### config.mk
export PLATFORM = sky130hd
export DESIGN_NAME = piso_tx_arbiter_flat
export DESIGN_NICKNAME = d
export VERILOG_FILES = /design/src/rtl/piso_tx_arbiter_if.sv /design/src/rtl/piso_tx_arbiter.sv /design/src/flat_wrapper.sv
export SDC_FILE = /design/constraint.sdc
export NUM_CORES = 1
export LEC_CHECK = 0
export ABC_AREA = 1
export ABC_CLOCK_PERIOD_IN_PS = 1350
export BUFFER_PORTS_ARGS = -buffer_cell sky130_fd_sc_hd__buf_4
export CAP_MARGIN = 15
export CORE_UTILIZATION = 48
export CTS_CLUSTER_SIZE = 16
export DETAILED_ROUTE_END_ITERATION = 12
export MAX_ROUTING_LAYER = met4
export PLACE_DENSITY_LB_ADDON = 0.25
export SLEW_MARGIN = 20
export SYNTH_ARGS = -nofsm -noshare
export SYNTH_HDL_FRONTEND = slang
export SYNTH_SLANG_ARGS = --single-unit
### constraint.sdc
create_clock -name clk -period 1.35 [get_ports clk]
set_input_delay 0.0675 -clock clk [delete_from_list [all_inputs] [get_ports clk]]
set_output_delay 0.0675 -clock clk [all_outputs]
set_load 0.01 [all_outputs]
### src/rtl/piso_tx_arbiter_if.sv
`default_nettype none
// ============================================================================
// Module   : piso_tx_arbiter_if
// Purpose  : Bundles the two requester handshakes and the serial frame
//            outputs of piso_tx_arbiter.
// Signals  : req0_valid/req0_data/req0_ready - requester 0 handshake
//            req1_valid/req1_data/req1_ready - requester 1 handshake
//            s_out/s_valid/s_start/s_last    - serial line and frame strobes
//            grant_id                        - owner of the current frame
//            busy                            - arbiter not idle
// Modports : master - requester/line side; slave - the arbiter itself
// Revision : 1.0 - initial release
// ============================================================================
interface piso_tx_arbiter_if #(
    parameter int WIDTH = 4
);
    logic             req0_valid;
    logic [WIDTH-1:0] req0_data;
    logic             req0_ready;
    logic             req1_valid;
    logic [WIDTH-1:0] req1_data;
    logic             req1_ready;
    logic             s_out;
    logic             s_valid;
    logic             s_start;
    logic             s_last;
    logic             grant_id;
    logic             busy;

    modport master (
        output req0_valid, req0_data, req1_valid, req1_data,
        input  req0_ready, req1_ready, s_out, s_valid, s_start, s_last,
               grant_id, busy
    );

    modport slave (
        input  req0_valid, req0_data, req1_valid, req1_data,
        output req0_ready, req1_ready, s_out, s_valid, s_start, s_last,
               grant_id, busy
    );
endinterface
`default_nettype wire

### src/rtl/piso_tx_arbiter.sv
`default_nettype none
// ============================================================================
// Module   : piso_tx_arbiter
// Purpose  : Round-robin arbiter between two word producers feeding a single
//            parallel-in/serial-out shifter. A granted word is shifted out
//            MSB-first with start/last strobes, followed by GAP idle cycles.
// Ports    : clk     - rising-edge clock
//            reset_n - asynchronous active-low reset
//            bus     - piso_tx_arbiter_if.slave (handshakes + serial outputs)
// Revision : 1.0 - initial release
// ============================================================================
module piso_tx_arbiter #(
    parameter int WIDTH = 4,
    parameter int GAP   = 1
) (
    input  wire logic         clk,
    input  wire logic         reset_n,
    piso_tx_arbiter_if.slave  bus
);
    localparam logic [1:0] ST_IDLE  = 2'd0;
    localparam logic [1:0] ST_SHIFT = 2'd1;
    localparam logic [1:0] ST_GAP   = 2'd2;

    localparam int CW = $clog2(WIDTH);
    localparam int GW = (GAP > 1) ? $clog2(GAP) : 1;

    logic [1:0]       r_state;
    logic [WIDTH-1:0] r_shreg;
    logic [CW-1:0]    r_bit_cnt;
    logic [GW-1:0]    r_gap_cnt;
    logic             r_ptr;      // last granted requester
    logic             r_grant;
    logic             r_s_out;
    logic             r_s_valid;
    logic             r_s_start;
    logic             r_s_last;
    logic             r_busy;

    logic [1:0]       w_state_nxt;
    logic [WIDTH-1:0] w_shreg_nxt;
    logic [CW-1:0]    w_bit_cnt_nxt;
    logic [GW-1:0]    w_gap_cnt_nxt;
    logic             w_idle;
    logic             w_pick1;
    logic             w_accept;
    logic             w_s_out_nxt;
    logic             w_s_valid_nxt;
    logic             w_s_start_nxt;
    logic             w_s_last_nxt;
    logic             w_busy_nxt;

    // Requester 1 wins when it is alone, or when both ask and requester 0
    // was granted last. Gating readies with reset_n keeps them 0 in reset.
    assign w_idle   = (r_state == ST_IDLE);
    assign w_pick1  = bus.req1_valid & (~bus.req0_valid | ~r_ptr);
    assign w_accept = w_idle & (bus.req0_valid | bus.req1_valid);

    assign bus.req0_ready = reset_n & w_idle & bus.req0_valid & ~w_pick1;
    assign bus.req1_ready = reset_n & w_idle & w_pick1;

    // State and output registers
    always_ff @(posedge clk or negedge reset_n) begin
        if (!reset_n) begin
            r_state   <= ST_IDLE;
            r_shreg   <= '0;
            r_bit_cnt <= '0;
            r_gap_cnt <= '0;
            r_ptr     <= 1'b1;
            r_grant   <= 1'b0;
            r_s_out   <= 1'b0;
            r_s_valid <= 1'b0;
            r_s_start <= 1'b0;
            r_s_last  <= 1'b0;
            r_busy    <= 1'b0;
        end else begin
            r_state   <= w_state_nxt;
            r_shreg   <= w_shreg_nxt;
            r_bit_cnt <= w_bit_cnt_nxt;
            r_gap_cnt <= w_gap_cnt_nxt;
            if (w_accept) begin
                r_ptr   <= w_pick1;
                r_grant <= w_pick1;
            end
            r_s_out   <= w_s_out_nxt;
            r_s_valid <= w_s_valid_nxt;
            r_s_start <= w_s_start_nxt;
            r_s_last  <= w_s_last_nxt;
            r_busy    <= w_busy_nxt;
        end
    end

    // Next-state logic
    always_comb begin
        w_state_nxt   = r_state;
        w_shreg_nxt   = r_shreg;
        w_bit_cnt_nxt = r_bit_cnt;
        w_gap_cnt_nxt = r_gap_cnt;
        case (r_state)
            ST_IDLE: begin
                if (w_accept) begin
                    w_shreg_nxt   = w_pick1 ? bus.req1_data : bus.req0_data;
                    w_bit_cnt_nxt = CW'(WIDTH - 1);
                    w_state_nxt   = ST_SHIFT;
                end
            end
            ST_SHIFT: begin
                w_shreg_nxt = {r_shreg[WIDTH-2:0], 1'b0};
                if (r_bit_cnt == '0) begin
                    if (GAP > 0) begin
                        w_state_nxt   = ST_GAP;
                        w_gap_cnt_nxt = GW'(GAP - 1);
                    end else begin
                        w_state_nxt   = ST_IDLE;
                    end
                end else begin
                    w_bit_cnt_nxt = r_bit_cnt - CW'(1);
                end
            end
            ST_GAP: begin
                if (r_gap_cnt == '0) begin
                    w_state_nxt   = ST_IDLE;
                end else begin
                    w_gap_cnt_nxt = r_gap_cnt - GW'(1);
                end
            end
            default: w_state_nxt = ST_IDLE;
        endcase
    end

    // Output logic: outputs are registered, so they are derived from the
    // next-state values and appear one cycle after the deciding edge.
    always_comb begin
        w_s_valid_nxt = (w_state_nxt == ST_SHIFT);
        w_s_out_nxt   = w_s_valid_nxt & w_shreg_nxt[WIDTH-1];
        w_s_start_nxt = w_accept;
        w_s_last_nxt  = w_s_valid_nxt & (w_bit_cnt_nxt == '0);
        w_busy_nxt    = (w_state_nxt != ST_IDLE);
    end

    assign bus.s_out    = r_s_out;
    assign bus.s_valid  = r_s_valid;
    assign bus.s_start  = r_s_start;
    assign bus.s_last   = r_s_last;
    assign bus.grant_id = r_grant;
    assign bus.busy     = r_busy;

endmodule
`default_nettype wire

### src/flat_wrapper.sv
// flat-port wrapper written by rule: the top's interface ports become plain ports
module piso_tx_arbiter_flat 
#(
    parameter int WIDTH = 4,
    parameter int GAP   = 1
)
  (clk, reset_n, bus_req0_valid, bus_req0_data, bus_req1_valid, bus_req1_data, bus_req0_ready, bus_req1_ready, bus_s_out, bus_s_valid, bus_s_start, bus_s_last, bus_grant_id, bus_busy);
  piso_tx_arbiter_if #(.WIDTH(WIDTH)) bus_i ();
  input  wire logic clk;
  input  wire logic reset_n;
  input wire logic [$bits(bus_i.req0_valid)-1:0] bus_req0_valid;
  input wire logic [$bits(bus_i.req0_data)-1:0] bus_req0_data;
  input wire logic [$bits(bus_i.req1_valid)-1:0] bus_req1_valid;
  input wire logic [$bits(bus_i.req1_data)-1:0] bus_req1_data;
  output wire logic [$bits(bus_i.req0_ready)-1:0] bus_req0_ready;
  output wire logic [$bits(bus_i.req1_ready)-1:0] bus_req1_ready;
  output wire logic [$bits(bus_i.s_out)-1:0] bus_s_out;
  output wire logic [$bits(bus_i.s_valid)-1:0] bus_s_valid;
  output wire logic [$bits(bus_i.s_start)-1:0] bus_s_start;
  output wire logic [$bits(bus_i.s_last)-1:0] bus_s_last;
  output wire logic [$bits(bus_i.grant_id)-1:0] bus_grant_id;
  output wire logic [$bits(bus_i.busy)-1:0] bus_busy;
  assign bus_i.req0_valid = bus_req0_valid;
  assign bus_i.req0_data = bus_req0_data;
  assign bus_i.req1_valid = bus_req1_valid;
  assign bus_i.req1_data = bus_req1_data;
  assign bus_req0_ready = bus_i.req0_ready;
  assign bus_req1_ready = bus_i.req1_ready;
  assign bus_s_out = bus_i.s_out;
  assign bus_s_valid = bus_i.s_valid;
  assign bus_s_start = bus_i.s_start;
  assign bus_s_last = bus_i.s_last;
  assign bus_grant_id = bus_i.grant_id;
  assign bus_busy = bus_i.busy;
  piso_tx_arbiter #(.WIDTH(WIDTH), .GAP(GAP)) u_core (.clk(clk), .reset_n(reset_n), .bus(bus_i));
endmodule
==> flow_summary.ini <==
[finish]
diodes = 0
synthToLayoutAreaGrowth_pct = 45.2
final_common_cell = buf_4
nets = 120
final_cell_mix = buf_4, nand2_1, inv_1, dfrtp_1, nand2_2
fillers = 93
fin_util_pct = 75.1
drive_gt1_share_pct = 43.9

[clock_network]
cts-root-buf = clkbuf_4
cts_tree = built
clkSinkCount = 15
clock_latency_ns = 0.29
cts_buffers = 3
clkTransAtPathRegs_ns = 0.09
cts_max_path_buffers = 2
cts_htree_levels = 1

[status]
outcome = complete, but fails checks
violations = negative setup slack

[setup_path]
critPathSlowestCell = dfstp_2
worst-path-buf-inv = 2
cpMostUsedCell = nand2_2
max_stage_delay_ns = 0.54
critPathTopFamily = flip-flops
reg2regPathDepth = 7
end_kind = primary output
startpoint_type = flop
crit_required_ns = 1.28
crit_type = reg2out
crit_chain = nand2_2 > nand2_2 > inv_2 > nor3b_2 > buf_4
arrival_ns = 1.32
cp_max_fo = 3
worstSetupPathDepth = 5

[pwr]
p_int_uw = 1320
power.leakage_uw = 0.000507
p_per_area_mw_per_mm2 = 2280
comb_power_share_pct = 51.9
power_frac_seq_pct = 37.0
switching_share_pct = 40.8
p_switching_uw = 908
ir_worst_vdd_uv = 1340
clockPowerShare_pct = 11.1

[global_routing]
grt_antenna_before_repair = 0
grt.total_usage_pct = 22.2
grt_overflow = 0
grt_pass1_vias = 518
grt_pass1_wl_um = 2180
grt_max_degree = 17

[detailed_routing]
drt_iter0_drc = 37
postRouteAntennaNets = 0
viasPerCell = 5.21
dr.pass1.iters = 5
drc = 0
drt-total-wl_um = 1660
vias = 636
wl_per_cell_um = 13.6

[floorplan]
die_w_um = 39.5
fp-row-count = 13
core_area_mm2 = 0.00130
die_h_um = 39.5
dieArea_mm2 = 0.00156
io_pins = 20
initial_core_util_pct = 51.7

[logic_synthesis]
yosys.area.top_type_share_pct = 52.0
synth_seq_cells = 15
syn_nets = 88
ys_types = 20
netlist_area_um2 = 673
syn_inst = 76
ys_warn_count = 0
yosysSeqAreaShare_pct = 55.9
syn_avg_cell_area_um2 = 8.86
synth_area_leaders = dfrtp_1, nand2_1, inv_1
yosysTopAreaCell = dfrtp_1

[sta]
setup_ws_ns = -0.0334
slew_violations = 0
hold_violations = 0
min_period_over_period_pct = 102
relSlewSlack_pct = 79.8
whs_ns = 0.0695
fmax_mhz = 723
rsz0062_at_grt = yes
worst_pin_slew_ns = 0.303
min_period_ns = 1.38
setup_violations = 1
finalClockSkew_ns = 0.0109

[placed_design]
globalplace.congestion = 0.873
port_buffers = 19
dp_hpwl_um = 993

[job]
maxCapViolations = 0

[hold_path]
hold_path_depth = 3
min_path_type = in2reg
## path summary, 6_finish.rpt
| check | from | end | slack (ns) |
|---|---|---|---|
| setup / recovery | u_core.r_ptr$_DFFE_PN1P_ | bus_req0_ready | -0.03 |
| hold / removal | bus_req1_data[1] | u_core.r_shreg[1]$_DFFE_PN0P_ | 0.07 |
| max in group asynchronous | reset_n | u_core.r_ptr$_DFFE_PN1P_ | 0.95 |
| hold reg to reg | u_core.r_ptr$_DFFE_PN1P_ | u_core.r_ptr$_DFFE_PN1P_ | 0.48 |
| setup reg to reg | u_core.r_ptr$_DFFE_PN1P_ | u_core.r_shreg[2]$_DFFE_PN0P_ | 0.03 |
| min in group asynchronous | reset_n | u_core.bus.busy$_DFF_PN0_ | 0.16 |
## kinds of logic after synthesis
family	after synthesis	synth area share, %
flops	15	55.9
buf+inv	14	7.81
compound gates	13	13.4
simple gates	34	22.9
## synth_stat cells
| cell type | n |
|---|---|
| nand2_1 | 19 |
| dfrtp_1 | 14 |
| inv_1 | 13 |
| nor2_1 | 5 |
| o21ai_0 | 4 |
| nand3_1 | 3 |
| nand2_2 | 2 |
| o211ai_1 | 2 |
| o21ai_2 | 2 |
| o221ai_1 | 2 |
| a21oi_1 | 1 |
| a21oi_2 | 1 |
| dfstp_2 | 1 |
| inv_2 | 1 |
| nand4_1 | 1 |
| nor2_2 | 1 |
| nor2_4 | 1 |
| nor3_1 | 1 |
| nor3b_1 | 1 |
| o22ai_1 | 1 |
## tightest hold or removal path: stages
cell      delay [ns]
buf_4           0.08
o211ai_1        0.10
o221ai_1        0.07
## sequential cells by signal, summed over array words and instances (netlist names)
register,cells
u_core.bus.busy,1
u_core.bus.grant_id,1
u_core.bus.s_out,1
u_core.r_ptr,1
u_core.bus.s_last,1
u_core.bus.s_start,1
u_core.bus.s_valid,1
u_core.r_bit_cnt,2
u_core.r_state,2
u_core.r_shreg,4
## power by group through the flow
stage | combinational (uW) | sequential (uW) | clock, uW
4_1_cts | 985 | 813 | 252
3_5_place_dp | 915 | 813 | 0
5_1_grt | 1270 | 838 | 277
2_1_floorplan | 565 | 831 | 0
6_report | 1150 | 824 | 248
3_3_place_gp | 901 | 805 | 0
## area by class of cell
class | instances | area (um^2) | area share [%]
sequential | 15 | 379 | 38.8
timing repair buffer | 27 | 229 | 23.4
tap | 15 | 18.8 | 1.92
clock buffer | 4 | 26.3 | 2.69
multi-input combinational | 47 | 272 | 27.8
inverter | 14 | 52.6 | 5.38
## through the flow
stage               area, um^2  instances  setup TNS, ns  power, uW  worst slack (ns)
floorplan                  673         76              0       1400             0.155
global placement           842        111              0       1710             0.126
detailed placement         842        111              0       1730            0.0756
CTS                        913        118        -0.0196       2050           -0.0196
global route               977        122         -0.161       2380            -0.103
finish                     977        122        -0.0334       2230           -0.0334
## metal layers
| metal | part of all wire (%) | GRT usage [%] |
|---|---|---|
| met1 | 39 | 25.4 |
| met2 | 54 | 35.2 |
| met3 | 6.8 | 10.2 |
| met4 | 0.72 | 5.17 |
| met5 | 0 | - |
## what timing repair did
action | in CTS | in global routing
hold buffers | 1 | 0
pin swaps | 1 | 3
gates resized for setup | 7 | 7
endpoints found under the hold margin | 15 | 0
setup buffers | 2 | 4
endpoints found under the setup margin | 2 | 3
(Power assumes the default switching activity.)
